===== src/rtl/vga_sync_gen.sv =====
// 640x480@60 VGA timing generator: pixel-rate divider, h/v counters and
// registered sync/blanking outputs aligned with the x/y coordinates.
module vga_sync_gen #(
    parameter int   CLK_DIV     = 4,
    parameter int   H_DISPLAY   = 640,
    parameter int   H_FRONT     = 16,
    parameter int   H_SYNC      = 96,
    parameter int   H_BACK      = 48,
    parameter int   V_DISPLAY   = 480,
    parameter int   V_FRONT     = 10,
    parameter int   V_SYNC      = 2,
    parameter int   V_BACK      = 33,
    parameter logic SYNC_ACTIVE = 1'b0
) (
    input  logic       clk,
    input  logic       reset,
    output logic [9:0] x,
    output logic [9:0] y,
    output logic       video_on,
    output logic       hsync,
    output logic       vsync,
    output logic       p_tick,
    output logic       frame_tick
);

    localparam int H_TOTAL = H_DISPLAY + H_FRONT + H_SYNC + H_BACK;
    localparam int V_TOTAL = V_DISPLAY + V_FRONT + V_SYNC + V_BACK;

    localparam logic [9:0] H_LAST     = 10'(H_TOTAL - 1);
    localparam logic [9:0] V_LAST     = 10'(V_TOTAL - 1);
    localparam logic [9:0] H_VIS      = 10'(H_DISPLAY);
    localparam logic [9:0] V_VIS      = 10'(V_DISPLAY);
    localparam logic [9:0] HS_START   = 10'(H_DISPLAY + H_FRONT);
    localparam logic [9:0] HS_END     = 10'(H_DISPLAY + H_FRONT + H_SYNC - 1);
    localparam logic [9:0] VS_START   = 10'(V_DISPLAY + V_FRONT);
    localparam logic [9:0] VS_END     = 10'(V_DISPLAY + V_FRONT + V_SYNC - 1);

    logic [9:0] h_count, v_count;
    logic [9:0] h_next, v_next;
    logic       hsync_next, vsync_next, video_on_next;

    generate
        if (CLK_DIV <= 1) begin : g_no_div
            assign p_tick = 1'b1;
        end else begin : g_div
            localparam int               DIV_W    = $clog2(CLK_DIV);
            localparam logic [DIV_W-1:0] DIV_LAST = DIV_W'(CLK_DIV - 1);

            logic [DIV_W-1:0] div_cnt;

            // NOTE: sequential state uses non-blocking assignments so every
            // register samples pre-edge values regardless of process order.
            always_ff @(posedge clk) begin
                if (reset || div_cnt >= DIV_LAST)
                    div_cnt <= '0;
                else
                    div_cnt <= div_cnt + 1'b1;
            end

            assign p_tick = (div_cnt == DIV_LAST);
        end
    endgenerate

    // Out-of-range counts (unreachable in normal operation) wrap to 0 on the next tick.
    always_comb begin
        // NOTE: defaults first so no path leaves a signal unassigned (no latches).
        h_next = h_count;
        v_next = v_count;
        if (p_tick) begin
            if (h_count >= H_LAST) begin
                h_next = '0;
                v_next = (v_count >= V_LAST) ? 10'd0 : v_count + 10'd1;
            end else begin
                h_next = h_count + 10'd1;
                if (v_count > V_LAST)
                    v_next = '0;
            end
        end
    end

    always_comb begin
        hsync_next    = (h_next >= HS_START && h_next <= HS_END) ? SYNC_ACTIVE : ~SYNC_ACTIVE;
        vsync_next    = (v_next >= VS_START && v_next <= VS_END) ? SYNC_ACTIVE : ~SYNC_ACTIVE;
        video_on_next = (h_next < H_VIS) && (v_next < V_VIS);
    end

    // Flags are only reloaded on pixel ticks so the post-reset (0,0) pixel stays blanked.
    always_ff @(posedge clk) begin
        if (reset) begin
            h_count    <= '0;
            v_count    <= '0;
            video_on   <= 1'b0;
            frame_tick <= 1'b0;
            hsync      <= ~SYNC_ACTIVE;
            vsync      <= ~SYNC_ACTIVE;
        end else begin
            h_count    <= h_next;
            v_count    <= v_next;
            frame_tick <= p_tick && (h_next == 10'd0) && (v_next == 10'd0);
            if (p_tick) begin
                video_on <= video_on_next;
                hsync    <= hsync_next;
                vsync    <= vsync_next;
            end
        end
    end

    assign x = h_count;
    assign y = v_count;

endmodule


===== config.mk =====
export PLATFORM = sky130hd
export DESIGN_NAME = vga_sync_gen
export DESIGN_NICKNAME = d
export VERILOG_FILES = /design/src/rtl/vga_sync_gen.sv
export SDC_FILE = /design/constraint.sdc
export NUM_CORES = 1
export LEC_CHECK = 0
export BUFFER_PORTS_ARGS = -buffer_cell sky130_fd_sc_hd__buf_4
export CORE_MARGIN = 5
export CORE_UTILIZATION = 40
export DETAILED_ROUTE_END_ITERATION = 10
export GPL_ROUTABILITY_DRIVEN = 1
export GPL_TIMING_DRIVEN = 0
export HOLD_SLACK_MARGIN = 0.05
export RECOVER_POWER = 25
export SLEW_MARGIN = 15
export SYNTH_ARGS = -nofsm -noshare
export SYNTH_HDL_FRONTEND = slang
export SYNTH_SLANG_ARGS = --single-unit
export TNS_END_PERCENT = 100

===== constraint.sdc =====
create_clock -name clk -period 7.3 [get_ports clk]
set_input_delay 0.365 -clock clk [delete_from_list [all_inputs] [get_ports clk]]
set_output_delay 0.365 -clock clk [all_outputs]
set_load 0.005 [all_outputs]

Word-level counts from Yosys, hierarchy flattened
Index checks and enable logic that the tools add are counted. W data, S select, Z words.

Register bits: 26. Bits in latches: 0. Memory bits (writable): 0. ROM bits: 0. Output and inout port bits: 25. Logic and storage cells: 37. Memories: 0.

Add/subtract/negate cells: 3. $mul: 0. Div/mod/pow operators: 0. Order comparisons: 10. Eq/ne operators: 1. Shift operators: 0. Mux-type cells: 8. Bitwise logic cells: 0. Reductions and logical operators: 8.

Operators with widths (number): $mux W10 (6); $ge A10 B10 Y1 const B (3); $add A10 B1 Y10 const B (2); $logic_not A10 Y1 (2); $ge A10 B9 Y1 const B (1); $gt A10 B10 Y1 const B (1); $le A10 B10 Y1 const B (1); $le A10 B9 Y1 const B (1); $lt A10 B10 Y1 const B (1); $lt A10 B9 Y1 const B (1); $logic_and A1 B1 Y1 (5); $add A2 B1 Y2 const B (1); $eq A2 B2 Y1 const B (1); $ge A2 B2 Y1 const B (1); $mux W1 (2); $logic_or A1 B1 Y1 (1).

Depth between registers and ports, before layout
Gate-level depths: netlist of run 1.

Word-level depth: 7. Depth in mapped cells: 10. Mapped depth without buffers: 9.

Least setup slack after synthesis of run 1
Ideal clock, no wire load.

Path type: register -> register. Start: register g_div.div_cnt[0]. End: register vsync. Setup time: 0.119 ns. Arrival time: 2.375 ns. Required time: 7.181 ns. Setup slack: 4.806 ns. Stages on the path, launching flop included: 11. Clock period less this slack: 2.494 ns. Path through: dfxtp_1 -> ha_1 -> buf_6 -> inv_2 -> clkbuf_1 -> or4_1 -> a211oi_1 -> a21oi_1 -> or4_4 -> nor4_2 -> nor2_1.

Word-level cells in the longest chain between the ends: 5. Elaborated cells between the ends (all ways): 6. Classes of those cells: order compare: 2; eq/ne: 1; mux: 2; reduce/logical: 1.

Ends and longest elaborated chain: from (decl) (RTL line 49) `logic [DIV_W-1:0] div_cnt;`; from (signal assigned) (RTL line 57) `div_cnt <= div_cnt + 1'b1;`; $eq A2 B2 Y1 * (RTL line 60) `assign p_tick = (div_cnt == DIV_LAST);`; net p_tick (RTL line 22) `output logic p_tick,`; $mux W10 (RTL line 69) `if (p_tick) begin`; $ge A10 B9 Y1 / $le A10 B9 Y1 (equally long branches) (RTL line 83) `vsync_next = (v_next >= VS_START && v_next <= VS_END) ? SYNC_ACTIVE : ~SYNC_ACTIVE;`; $logic_and A1 B1 Y1 (RTL line 83); $mux W1 (RTL line 83); to (signal assigned) (RTL line 95) `vsync <= ~SYNC_ACTIVE;`; to (signal assigned) (RTL line 103) `vsync <= vsync_next;`; to (decl) (RTL line 21) `output logic vsync,`.

Mark *: on every way through the listed nets, which the timed path passes. The rest lies on a longest branch. A chain may end at the register's enable or synchronous reset.

Final worst setup path of run 1
Start: register g_div.div_cnt[0]. End: register vsync.

Word-level cells in the longest chain between the ends: 5. Elaborated cells between the ends (all ways): 6. Classes of those cells: order compare: 2; eq/ne: 1; mux: 2; reduce/logical: 1.

Ends and longest elaborated chain (RTL line): $eq A2 B2 Y1 * (60); $mux W10 (69); $ge A10 B9 Y1 / $le A10 B9 Y1 (equally long branches) (83); $logic_and A1 B1 Y1 (83); $mux W1 (83).

Every way passes the cells marked *; elsewhere a longest branch is shown, timed or not.

==> results of run 1 <==
## sequential cells by signal, summed over array words and instances, names as in the netlist
register,cells
vsync,1
g_div.div_cnt,2
video_on,1
x,10
frame_tick,1
y,10
hsync,1
## worst max-delay path: cells and delay by family (launching register included)
family | cells | cell delay [ps]
buffers and inverters | 3 | 690
AOI/OAI and AO/OA | 2 | 340
DFF | 1 | 340
and+or+nand+nor | 4 | 1370
adders and majority gates | 1 | 160
## worst paths after layout
kind	cells after the start	startpoint	slack, ps	end
setup / recovery	10	g_div.div_cnt[0]$_SDFF_PP0_	4300	vsync$_SDFFE_PP1P_
hold / removal	1	g_div.div_cnt[0]$_SDFF_PP0_	430	g_div.div_cnt[0]$_SDFF_PP0_
setup reg to reg	10	g_div.div_cnt[0]$_SDFF_PP0_	4300	vsync$_SDFFE_PP1P_
hold reg to reg	1	g_div.div_cnt[0]$_SDFF_PP0_	430	g_div.div_cnt[0]$_SDFF_PP0_
## stage by stage
step	power [uW]	worst slack, ps
6_report	260	4300
5_1_grt	270	4110
4_1_cts	264	4550
3_5_place_dp	167	4560
3_3_place_gp	167	4560
2_1_floorplan	161	4810
## cells in the final DEF (no fill, tap or decap), types with 3 or more instances in the layout
| cell type | n |
|---|---|
| buf_4 | 16 |
| nor3b_1 | 3 |
| dfxtp_1 | 26 |
| clkbuf_4 | 10 |
| nand2_1 | 14 |
| a21oi_1 | 13 |
| o21ai_0 | 8 |
| clkbuf_1 | 10 |
| or3_1 | 4 |
| nor4_1 | 4 |
| ha_1 | 4 |
| nand3_1 | 9 |
| or4_1 | 4 |
| nor2_1 | 27 |
| inv_1 | 3 |
| nor3_1 | 8 |
| nand4_1 | 5 |
| xor2_1 | 6 |
| a211oi_1 | 4 |
| clkbuf_8 | 5 |
## power by group through the flow
stage	clock network, uW	registers [uW]	logic, uW
after CTS	99.5	146	18.0
after global placement	0	149	17.9
after floorplan	0	149	11.8
final	97.8	146	16.5
after detailed placement	0	149	17.9
after global routing	105	146	18.2
## kinds of logic after synthesis
| family | share of synthesized area (%) |
|---|---|
| mux | 0.694 |
| compound gates | 21.7 |
| simple gates | 31.3 |
| fa+ha+maj | 3.09 |
| buf+inv | 6.87 |
| xor+xnor | 4.32 |
| flops | 32.1 |
## cell type report
cell class / instances / area (sq um) / share of cell area (%)
inverters: 4 / 15.0 / 0.783
clock buffers: 4 / 55.1 / 2.87
multi-input cells: 157 / 990 / 51.6
well taps: 50 / 62.6 / 3.26
plain buffers: 14 / 78.8 / 4.11
repair buffers: 26 / 195 / 10.2
flip-flops and latches: 26 / 520 / 27.2
## per-layer routing
| metal | vias to the layer above | wire length, microns | GRT usage, % |
|---|---|---|---|
| li1 | 804 | - | - |
| met1 | 740 | 2150 | 24.1 |
| met2 | 41 | 1860 | 23.0 |
| met3 | 8 | 247 | 2.05 |
| met4 | 0 | 55 | 4.23 |
| met5 | - | 0 | 0 |
==> flow_summary.json, run 1 <==
{
  "place_inst": 277,
  "overflow": 0,
  "dieArea_sq_mm": 0.00543,
  "grt_max_degree": 15,
  "grtUsageTotal_pct": 15.8,
  "cts_sinks": 26,
  "cp-start-kind": "register",
  "drc_errors": 0,
  "via_per_inst": 5.67,
  "power_density_mw_per_mm2": 136,
  "drive_gt1_share_pct": 20.8,
  "hp-class": "reg -> reg",
  "cts-buffers-inserted": 3,
  "dp_hpwl_microns": 3160,
  "slowest_delay_ps": 560,
  "syn-cell-area_sq_mm": 0.00162,
  "tightest_slew_ps": 481,
  "ant_nets": 0,
  "grt_pass1_wl_microns": 6760,
  "ys_seq_area_share_pct": 32.1,
  "vdd_drop_max_mv": 0.0633,
  "worstPathRequired_ps": 7470,
  "finalNonFillerCells": 281,
  "report.final.hold_viol_count": 0,
  "avgRoutedWirePerCell_microns": 15.4,
  "status": "finished, final reports clean",
  "critPathMostFrequentCell": "clkbuf_1",
  "avgSynthCellArea_sq_um": 8.07,
  "worst-setup-path-type": "reg -> reg",
  "setup_tns_ps": 0,
  "fmax_ghz": 0.333,
  "max-cap-violations": 0,
  "cts_max_level": 1,
  "synthCells": 201,
  "synthArstFlopShare_pct": 0,
  "synth-edff-count": 0,
  "fp.dieW_microns": 73.7,
  "yosys-top-cells-count": "nor2_1 (27), dfxtp_1 (26), nand2_1 (14)",
  "cts_resized": 0,
  "p_seq_share_pct": 56.1,
  "post-cts-setup-buffers": 0,
  "synth_cell_types": 53,
  "antennaDiodeCount": 0,
  "p_comb_share_pct": 6.3,
  "synthFlopType": "dfxtp_1",
  "yosys_warnings": 0,
  "io_pins": 27,
  "clock_latency_ps": 280,
  "slowest_stage": "or4_1",
  "path_cells": "ha_1 -> clkbuf_1 -> inv_2 -> clkbuf_1 -> or4_1 -> a211oi_1 -> a21oi_1 -> or4_4 -> nor4_2 -> nor2_1",
  "synth.most_common_cell": "nor2_1",
  "power_switching_uw": 60.7,
  "syn_to_final_growth_pct": 18.2,
  "cts_tree": "built",
  "fin_hold_ws_ps": 428,
  "setup_viol": 0,
  "start_util_pct": 40.8,
  "cp-end-kind": "register",
  "core_area_sq_mm": 0.00397,
  "post-route-min-period_ps": 3000,
  "synthTopCellsByArea": "dfxtp_1 (32%), nor2_1 (6.3%), a21oi_1 (4.0%)",
  "p_int_uw": 200,
  "leakage_uw": 0.000721,
  "synth_top_cell_by_area": "dfxtp_1",
  "crit_arrival_ps": 3180,
  "yosys.area.top_type_share_pct": 32.1,
  "syn-num-nets": 207,
  "dieHeight_microns": 73.7,
  "fillerInstances": 409,
  "root_buffer": "clkbuf_8",
  "cts_max_path_buffers": 2,
  "cp_max_fo": 10,
  "num_vias": 1593,
  "report.final.slew_viol_count": 0,
  "grt_pass1_vias": 1359,
  "rsz0062_at_grt": "no",
  "clk_pin_slew_ps": 100,
  "dpl_cell_area_sq_mm": 0.00188,
  "port_buffers": 26,
  "drt_iter0_drc": 126,
  "cts_hold_buf": 0,
  "utilization_pct": 48.3,
  "maxSlewHeadroom_pct": 68.0,
  "synth-seq-cells": 26,
  "switching_share_pct": 23.3,
  "antenna_found_initial": 0,
  "drt-total-wl_microns": 4320,
  "nNetsFinal": 238,
  "skew_ps": 4.87,
  "rows": 23,
  "fin_crit_sh_pct": 41.1,
  "power_frac_clock_pct": 37.6,
  "fin_area_sq_mm": 0.00192,
  "gp_congestion": 0.812,
  "firstDrtPassIters": 6
}
(Power assumes the default switching activity.)
==> inputs of run 2 (changes only) <==
clock period = 2.9 ns   (was 7.3 ns; I/O delays follow)
==> flow_summary.json, run 2 (synthesis gave the netlist of run 1 again) <==
{
  "tightest_slew_ps": 464,
  "power_density_mw_per_mm2": 340,
  "fmax_ghz": 0.365,
  "avgRoutedWirePerCell_microns": 15.4,
  "worst-setup-path-type": "reg -> reg",
  "report.final.hold_viol_count": 0,
  "dieArea_sq_mm": 0.00543,
  "grt_max_degree": 15,
  "cts-buffers-inserted": 3,
  "clock_latency_ps": 280,
  "ant_nets": 0,
  "setup_tns_ps": 0,
  "root_buffer": "clkbuf_8",
  "antennaDiodeCount": 0,
  "max-cap-violations": 0,
  "grt_pass1_wl_microns": 6760,
  "layout_commonest_cell": "nor2_1",
  "syn_to_final_growth_pct": 19.3,
  "cp_max_fo": 10,
  "start_util_pct": 40.8,
  "worstPathRequired_ps": 3070,
  "vdd_drop_max_mv": 0.160,
  "core_area_sq_mm": 0.00397,
  "gp_congestion": 0.812,
  "rrSetupSlack_ps": 160,
  "cts_hold_buf": 0,
  "rr_startpoint": "g_div.div_cnt[0]$_SDFF_PP0_",
  "fin_crit_sh_pct": 94.4,
  "fp.dieW_microns": 73.7,
  "p_comb_share_pct": 6.8,
  "rows": 23,
  "grt_pass1_vias": 1359,
  "skew_ps": 3.70,
  "rsz0062_at_grt": "no",
  "drt-total-wl_microns": 4320,
  "port_buffers": 26,
  "cts_resized": 0,
  "hp-class": "in -> reg",
  "io_pins": 27,
  "layout_common_cells": "nor2_1 (27), dfxtp_1 (26), nand2_1 (14), buf_4 (14), a21oi_1 (13)",
  "r2r_end": "vsync$_SDFFE_PP1P_",
  "report.final.slew_viol_count": 0,
  "reg2reg_depth": 10,
  "crit_arrival_ps": 2910,
  "wl_met3_microns": 227,
  "maxSlewHeadroom_pct": 69.1,
  "cp-start-kind": "register",
  "slowest_stage": "or4_1",
  "drc_errors": 0,
  "power_switching_uw": 153,
  "overflow": 0,
  "cts_max_level": 1,
  "cts_sinks": 26,
  "dpl_cell_area_sq_mm": 0.00188,
  "drive_gt1_share_pct": 21.6,
  "cts_tree": "built",
  "utilization_pct": 48.7,
  "firstDrtPassIters": 5,
  "wl_met1_microns": 2170,
  "via_per_inst": 5.65,
  "highest_layer": "met4",
  "endpoint": "vsync$_SDFFE_PP1P_",
  "switching_share_pct": 23.3,
  "num_vias": 1587,
  "leakage_uw": 0.000731,
  "path_cells": "ha_1 -> buf_6 -> inv_2 -> clkbuf_1 -> or4_1 -> a211oi_1 -> a21oi_1 -> or4_4 -> nor4_2 -> nor2_1",
  "drt_iter0_drc": 160,
  "setup_viol": 0,
  "fin_area_sq_mm": 0.00193,
  "p_int_uw": 505,
  "clk_pin_slew_ps": 100,
  "cts_max_path_buffers": 2,
  "crit_start": "g_div.div_cnt[0]$_SDFF_PP0_",
  "grtUsageTotal_pct": 15.8,
  "dp_hpwl_microns": 3160,
  "post-route-min-period_ps": 2740,
  "status": "finished, final reports clean",
  "nNetsFinal": 238,
  "wl_met2_microns": 1870,
  "p_seq_share_pct": 55.8,
  "dieHeight_microns": 73.7,
  "antenna_found_initial": 0,
  "post-cts-setup-buffers": 0,
  "power_frac_clock_pct": 37.4,
  "cp-end-kind": "register",
  "slowest_delay_ps": 560
}
## run 2: per-stage QoR
stage               instances  setup slack (ps)  power [uW]  hold slack (ps)
floorplan                 201               406         405              359
global placement          277               161         421              418
detailed placement        277               163         421              419
CTS                       281               151         663              219
global route              281              6.20         682              222
finish                    281               164         659              227
## run 2: area by class of cell
class / count / area, sq um
Clock buffer: 4 / 55.1
Sequential cell: 26 / 520
Inverter: 4 / 15.0
Timing Repair Buffer: 26 / 195
Tap cell: 50 / 62.6
Multi-Input combinational cell: 157 / 990
Buffer: 14 / 96.3
Fill cell: 406 / 2040
## run 2: worst min path at each step
stage | start | endpoint | slack, ps | cells past startpoint
after CTS | reset | x[1]$_SDFF_PP0_ | 220 | 3
after global routing | reset | y[9]$_SDFF_PP0_ | 220 | 3
after floorplan | reset | x[1]$_SDFF_PP0_ | 360 | 2
after detailed placement | g_div.div_cnt[0]$_SDFF_PP0_ | g_div.div_cnt[0]$_SDFF_PP0_ | 420 | 1
final | reset | y[2]$_SDFF_PP0_ | 230 | 3
after global placement | g_div.div_cnt[0]$_SDFF_PP0_ | g_div.div_cnt[0]$_SDFF_PP0_ | 420 | 1
## run 2: metal layers
layer  up-vias  GRT usage [%]
met2        42           23.0
li1        802              -
met5         -              0
met1       735           24.1
met4         0           4.23
met3         8           2.05
## run 2: power by group through the flow
stage               Sequential, uW  Clock [uW]  Combinational, uW
floorplan                      375           0               29.8
global placement               376           0               45.0
detailed placement             376           0               45.1
CTS                            368         251               45.3
global route                   369         264               49.3
finish                         367         246               45.1
## run 2: worst max-delay path: cells and delay by family, from the launching register on
kind | cells | cell delay (ps)
fa+ha+maj | 1 | 180
simple gates | 4 | 1370
buf+inv | 3 | 410
compound gates | 2 | 340
flops | 1 | 340
==> inputs of run 3 (changes only) <==
PLACE_DENSITY_LB_ADDON = 0.12   (was not set)
==> flow_summary.json, run 3 (synthesis gave the netlist of run 1 again) <==
{
  "status": "finished, final reports clean",
  "power_density_mw_per_mm2": 341,
  "via_per_inst": 5.63,
  "rsz0062_at_grt": "no",
  "cts-buffers-inserted": 3,
  "r2r_end": "vsync$_SDFFE_PP1P_",
  "ant_nets": 0,
  "place_inst": 277,
  "hp-class": "in -> reg",
  "syn_to_final_growth_pct": 19.1,
  "skew_ps": 3.08,
  "crit_arrival_ps": 2850,
  "slowest_stage": "or4_4",
  "cts_sinks": 26,
  "slowest_delay_ps": 580,
  "drt_iter0_drc": 178,
  "post-route-min-period_ps": 2680,
  "grt_max_degree": 15,
  "post-cts-setup-buffers": 0,
  "min_to": "y[9]$_SDFF_PP0_",
  "fp.dieW_microns": 73.7,
  "start_util_pct": 40.8,
  "layout_common_cells": "nor2_1 (27), dfxtp_1 (26), nand2_1 (14), buf_4 (14), a21oi_1 (13)",
  "dpl_cell_area_sq_mm": 0.00188,
  "cp_max_fo": 10,
  "io_pins": 27,
  "hold_start": "reset",
  "reg2reg_depth": 8,
  "rows": 23,
  "grt_pass1_vias": 1351,
  "num_vias": 1575,
  "core_area_sq_mm": 0.00397,
  "cp-start-kind": "register",
  "worst-setup-path-type": "reg -> reg",
  "setup_tns_ps": 0,
  "fmax_ghz": 0.373,
  "hold_path_depth": 3,
  "drc_errors": 0,
  "layout_commonest_cell": "nor2_1",
  "report.final.hold_viol_count": 0,
  "cts_resized": 0,
  "report.final.slew_viol_count": 0,
  "nNetsFinal": 237,
  "fillerInstances": 401,
  "grtUsageTotal_pct": 15.7,
  "setup_viol": 0,
  "cts_hold_buf": 0,
  "avgRoutedWirePerCell_microns": 15.0,
  "maxSlewHeadroom_pct": 63.1,
  "leakage_uw": 0.000730,
  "rrSetupSlack_ps": 220,
  "fin_area_sq_mm": 0.00193,
  "max-cap-violations": 0,
  "drive_gt1_share_pct": 21.7,
  "dieArea_sq_mm": 0.00543,
  "gp_congestion": 0.813,
  "clk_pin_slew_ps": 100,
  "overflow": 0,
  "cts_tree": "built",
  "cts_max_path_buffers": 2,
  "root_buffer": "clkbuf_8",
  "drt-total-wl_microns": 4190,
  "grt_pass1_wl_microns": 6770,
  "port_buffers": 26,
  "cts_max_level": 1,
  "worst-path-stages": 8,
  "antennaDiodeCount": 0,
  "dieHeight_microns": 73.7,
  "clock_latency_ps": 270,
  "fin_crit_sh_pct": 92.5,
  "antenna_found_initial": 0,
  "path_cells": "clkbuf_1 -> nand4_2 -> a211o_1 -> nor2_2 -> a221oi_1 -> or4_4 -> nor4_2 -> nor2_1",
  "firstDrtPassIters": 5,
  "dp_hpwl_microns": 3090,
  "worstPathRequired_ps": 3070,
  "cp-end-kind": "register",
  "crit_family": "simple AND/OR/NAND/NOR gates",
  "vdd_drop_max_mv": 0.229,
  "worst-path-buf-inv": 1,
  "finalNonFillerCells": 280,
  "rr_startpoint": "x[3]$_SDFF_PP0_",
  "tightest_slew_ps": 553
}
-- run 3: changes by cell type in the layout (fill, tap and decap cells not counted), sizes merged --
cell | previous run | this run
clkbuf | 26 | 25
-- run 3: how the worst max path moves through the flow --
stage | start | to
after detailed placement | g_div.div_cnt[0]$_SDFF_PP0_ | vsync$_SDFFE_PP1P_
after global routing | x[3]$_SDFF_PP0_ | vsync$_SDFFE_PP1P_
after floorplan | g_div.div_cnt[0]$_SDFF_PP0_ | vsync$_SDFFE_PP1P_
after CTS | g_div.div_cnt[0]$_SDFF_PP0_ | vsync$_SDFFE_PP1P_
after global placement | g_div.div_cnt[0]$_SDFF_PP0_ | vsync$_SDFFE_PP1P_
final | x[3]$_SDFF_PP0_ | vsync$_SDFFE_PP1P_
-- run 3: worst reg2reg max path, delay by kind of cell (launching register included) --
family	cells	cell delay, ps
AND/OR/NAND/NOR	5	1340
AO/OA/AOI/OAI	2	520
buffers and inverters	1	390
flip-flops	1	340
-- run 3: power breakdown --
part / total, uW / switching [uW] / internal, uW
registers: 367 / 4.37 / 363
clock network: 246 / 125 / 122
logic: 44.1 / 24.0 / 20.1
-- run 3: layout make-up --
cell class	count	area (sq um)	area share (%)
plain buffers	13	92.6	4.80
clock buffers	4	55.1	2.85
inverters	4	15.0	0.778
multi-input cells	157	990	51.3
flip-flops and latches	26	520	27.0
well taps	50	62.6	3.24
repair buffers	26	195	10.1
-- run 3: layer usage --
layer | track usage [%] | up-vias | part of all wire (%)
met3 | 2.05 | 2 | 4.9
met2 | 21.5 | 46 | 42
met4 | 3.42 | 0 | 0.48
li1 | - | 802 | -
met1 | 25.5 | 725 | 53
met5 | 0 | - | 0
-- run 3: per-stage QoR --
step,hold WS [ps],total power [uW],util (%),worst slack (ps)
after detailed placement,447,421,47.3,129
after floorplan,359,405,-,406
after global placement,420,421,47.3,163
final,212,658,48.6,218
after global routing,217,678,48.6,43.6
after CTS,212,662,48.7,92.1
